--- src/rtl/alu_result_stage.sv ---
// alu_result_stage: 2-entry skid buffer between the ALU and writeback that commits N/Z/C/V to the CCR in order on drain.
// Optional sticky-overflow flag is enabled with ALU_STICKY_OVF_EN.
module alu_result_stage #(
  parameter int LEN = 4,
  parameter int RDW = 3
) (
  input  logic           clk,
  input  logic           reset_n,
  input  logic           in_valid,
  output logic           in_ready,
  input  logic [LEN-1:0] in_result,
  input  logic           in_n,
  input  logic           in_c,
  input  logic           in_z,
  input  logic           in_v,
  input  logic           in_setflags,
  input  logic [RDW-1:0] in_rd,
  output logic           out_valid,
  input  logic           out_ready,
  output logic [LEN-1:0] out_result,
  output logic [RDW-1:0] out_rd,
  output logic [3:0]     ccr
`ifdef ALU_STICKY_OVF_EN
  ,
  input  logic           ovf_clr,
  output logic           ovf_sticky
`endif
);
  localparam int W = LEN + 5 + RDW;
  typedef enum logic [1:0] {EMPTY, ONE, TWO} state_t;
  state_t         r_state;
  logic [W-1:0]   r_head, r_skid;
  logic           r_in_ready, r_out_valid;
  logic [3:0]     r_ccr;
  logic [W-1:0]   w_in;
  logic           w_accept, w_drain;
  // entry layout: {result, n, c, z, v, setflags, rd}
  assign w_in       = {in_result, in_n, in_c, in_z, in_v, in_setflags, in_rd};
  assign in_ready   = reset_n & r_in_ready;
  assign out_valid  = r_out_valid;
  assign w_accept   = in_valid & in_ready;
  assign w_drain    = r_out_valid & out_ready;
  assign out_result = r_head[W-1 -: LEN];
  assign out_rd     = r_head[RDW-1:0];
  assign ccr        = r_ccr;
  always_ff @(posedge clk or negedge reset_n) begin
    if (!reset_n) begin
      r_state     <= EMPTY;
      r_head      <= '0;
      r_skid      <= '0;
      r_in_ready  <= 1'b1;
      r_out_valid <= 1'b0;
      r_ccr       <= 4'b0000;
    end else begin
      if (w_drain && r_head[RDW])
        r_ccr <= {r_head[RDW+4], r_head[RDW+2], r_head[RDW+3], r_head[RDW+1]};
      case (r_state)
        EMPTY: if (w_accept) begin
          r_state     <= ONE;
          r_head      <= w_in;
          r_out_valid <= 1'b1;
        end
        ONE: if (w_accept && !w_drain) begin
          r_state    <= TWO;
          r_skid     <= w_in;
          r_in_ready <= 1'b0;
        end else if (w_accept) begin
          r_head <= w_in;
        end else if (w_drain) begin
          r_state     <= EMPTY;
          r_out_valid <= 1'b0;
        end
        TWO: if (w_drain) begin
          r_state    <= ONE;
          r_head     <= r_skid;
          r_in_ready <= 1'b1;
        end
        default: r_state <= EMPTY;
      endcase
    end
  end
`ifdef ALU_STICKY_OVF_EN
  logic r_ovf_sticky;
  assign ovf_sticky = r_ovf_sticky;
  // a setting drain takes priority over a simultaneous clear
  always_ff @(posedge clk or negedge reset_n) begin
    if (!reset_n) r_ovf_sticky <= 1'b0;
    else r_ovf_sticky <= (w_drain && r_head[RDW] && r_head[RDW+1]) ? 1'b1 : ovf_clr ? 1'b0 : r_ovf_sticky;
  end
`endif
endmodule

--- config.mk ---
export PLATFORM = sky130hd
export DESIGN_NAME = alu_result_stage
export DESIGN_NICKNAME = d
export VERILOG_FILES = /design/src/rtl/alu_result_stage.sv
export SDC_FILE = /design/constraint.sdc
export NUM_CORES = 1
export LEC_CHECK = 0
export BUFFER_PORTS_ARGS = -buffer_cell sky130_fd_sc_hd__clkbuf_2
export CORE_MARGIN = 5
export CORE_UTILIZATION = 50
export CTS_CLUSTER_DIAMETER = 100
export DETAILED_ROUTE_END_ITERATION = 7
export PLACE_DENSITY_LB_ADDON = 0.3
export SLEW_MARGIN = 20
export SYNTH_ARGS = -nofsm -noshare
export SYNTH_HDL_FRONTEND = slang
export SYNTH_SLANG_ARGS = --single-unit
--- constraint.sdc ---
create_clock -name clk -period 3.4 [get_ports clk]
set_input_delay 1.02 -clock clk [delete_from_list [all_inputs] [get_ports clk]]
set_output_delay 1.02 -clock clk [all_outputs]
set_load 0.05 [all_outputs]
==> impl_results.md <==
* Routed Antenna Nets at 0
* Placed Cells incl. Taps at 158
* CTS resizes at 0
* Max Buffers Root-to-Sink at 2
* Final period util at 77.2%
* Clock latency on the worst-skew pair at 0.34 ns
* Top-count cell post-synth: dfrtp_1
* Clock-pin slew on the worst setup and hold paths at 0.10 ns
* Yosys warns at 0
* Mapped Area at between 1500 and 2000 sq um
* Setup TNS at 0 ns
* Initial DRT Pass Iterations at 4
* Synth top area cells: dfrtp_1 (52%), a2bb2oi_2 (10%), mux2_4 (10%)
* Overall Power at 1.86 mW
* Initial Util at 53.1%
* Setup violations, final at 0
* Root Driver: clkbuf_4
* I/O pins at 29
* Final Slew Violations at 0
* TritonCTS clock tree: yes
* Total GRT Usage at 16.0%
* Cts hold-fix bufs at 0
* Status: complete, no violations
* Power share of the combinational group at 49.9%
* WP data required at between 2 and 2.5 ns
* Via count at 1,002
* Vias in the first global route at roughly 1,100
* Synth top area share at 51.7%
* DIE AREA at 4200 sq um
* Drt initial violations at 46
* Initial antenna violation count at 0
* Synth area leader: dfrtp_1
* Layout cells sized above 1 at about half
* Layout fillers at ~230
* DRC at 0
* Max cap viols at 0
* Largest net degree at the start of global routing at 31
* Die extent in y at 64.8 um
* EDFF count, synth at 0
* Setup Fix Bufs, Post-CTS at 0
* Clock share of power at approximately 12%
* Sw Ratio at between 40% and 50%
* Row cnt at 19
* Avg Vias per Cell at between 6 and 7
* N_diodes at 0
* Cells after synthesis at ~110
* Routed wire length at a little under 3000 um
* First-pass GRT wire length at about 5000 um
* Pwr Density at 1110 nW/um^2
* Grt ovf at 0
* Netlist cell types at 30
* CTS HTree Levels at 2
* Leak at slightly below 0.8 nW
* Critical path capture point type: primary output
* Sequential area share after synthesis at a little over half
* Post-Syn Area per Cell at 14.0 sq um
* Core Util, Final at a little under 60%
* Crit-path max FO at 7
* Sequential Power Share at 37.9%
* Most used DFF post-synth: dfrtp_1
* Layout area overhead at 12.1%
* Critical path arrival at 1.61 ns
* VDD IR-drop max at 729 uV
* Wirelength per Cell at 17.5 um
* CORE AREA at 2830 sq um
* Final Net Count at 150
* Setup CP Type: in2out
* Clock Skew at 0.00780 ns
* Post-route minimum period at 2.63 ns
* DP HPWL at 2030 um
* Chip Width at roughly 65 um
* Worst Hold Class: in2async
* Post-synthesis sequential element count at 32
* Least-Margin Pin Slew at 0.579 ns
* RePlAce Congestion at 0.745
* CTS Sinks at 32
* Sw power at 0.794 mW
* Final Hold Fails at 0
* Final non-filler cell total at 166
* Synth cell count leaders: dfrtp_1 (31), o22ai_1 (13), a2bb2oi_2 (10), mux2_4 (10), buf_4 (7)
* Startpoint Class: input port
* Synth async-reset ratio at 100%
* Slew headroom at 61.4%
* Internal cell power at approximately 1.1 mW
* Highest Clock Rate at about 0.38 GHz
* RSZ-0062 raised after global routing: no
* Total CTS buffers at 5
* IO buf count at 28
* Syn_nets at 123
routing by layer:
metal,global-route usage [%],vias to the layer above,wire (um)
li1,-,455,-
met5,0,-,0
met4,5.54,0,16
met1,19.5,505,1270
met3,6.91,2,195
met2,25.3,40,1420
through the flow:
| step | setup WS (ns) | hold WS [ns] | area, sq um |
|---|---|---|---|
| floorplan | 0.948 | 0.465 | 1500 |
| global placement | 0.776 | 0.474 | 1620 |
| detailed placement | 0.768 | 0.487 | 1620 |
| CTS | 0.764 | 0.484 | 1680 |
| global route | 0.726 | 0.471 | 1680 |
| finish | 0.774 | 0.487 | 1680 |
kinds of logic after synthesis:
group           count (synthesis)  share of synthesized area [%]
buf+inv                        14                           6.42
simple gates                    9                           3.75
flops                          32                           53.4
compound gates                 35                           21.2
mux                            17                           15.2
path summary, 6_finish.rpt:
check                      slack [ns]  cells after the start    endpoint       start
setup reg to reg                 1.52                      4   r_head[5]  r_state[0]
hold / removal                   0.49                      1  r_state[0]     reset_n
min in group clk                 0.52                      1   r_skid[2]   r_skid[2]
setup / recovery                 0.77                      3    in_ready     reset_n
max in group asynchronous        2.29                      2  r_in_ready     reset_n
hold reg to reg                  0.52                      1   r_skid[2]   r_skid[2]
state kept, by name, indices dropped and copies added (netlist names):
register,count
r_head,12
r_skid,12
ccr,4
r_state,2
out_valid,1
r_in_ready,1
layout make-up:
| class | instances | area [sq um] | share of cell area (%) |
|---|---|---|---|
| Tap cell | 31 | 38.8 | 2.30 |
| Multi-Input combinational cell | 61 | 603 | 35.8 |
| Timing Repair Buffer | 32 | 170 | 10.1 |
| Clock buffer | 6 | 51.3 | 3.05 |
| Sequential cell | 32 | 802 | 47.7 |
| Inverter | 2 | 7.51 | 0.446 |
| Clock inverter | 2 | 10.0 | 0.595 |
critical path, stage by stage:
cell and delay, ns:
clkbuf_2 0.17, and2_1 0.15, clkbuf_2 0.27
placed cells by master, fill, tap and decap left out, drive strengths merged, types with 2 or more instances in the layout:
cell type and n:
mux2 16, clkbuf 34, a21oi 3, buf 4, a2bb2oi 11, and2 2
inv 2, dfrtp 31, a21boi 2, o21ai 2, clkinv 2, o22ai 13
nand2 3
power groups by stage:
stage | registers [mW] | logic, mW | clock network (mW)
after global routing | 0.732 | 0.987 | 0.257
final | 0.706 | 0.929 | 0.228
after floorplan | 0.789 | 0.721 | 0
after global placement | 0.699 | 0.920 | 0
after CTS | 0.705 | 0.942 | 0.233
after detailed placement | 0.713 | 0.939 | 0
(Power assumes the default switching activity.)
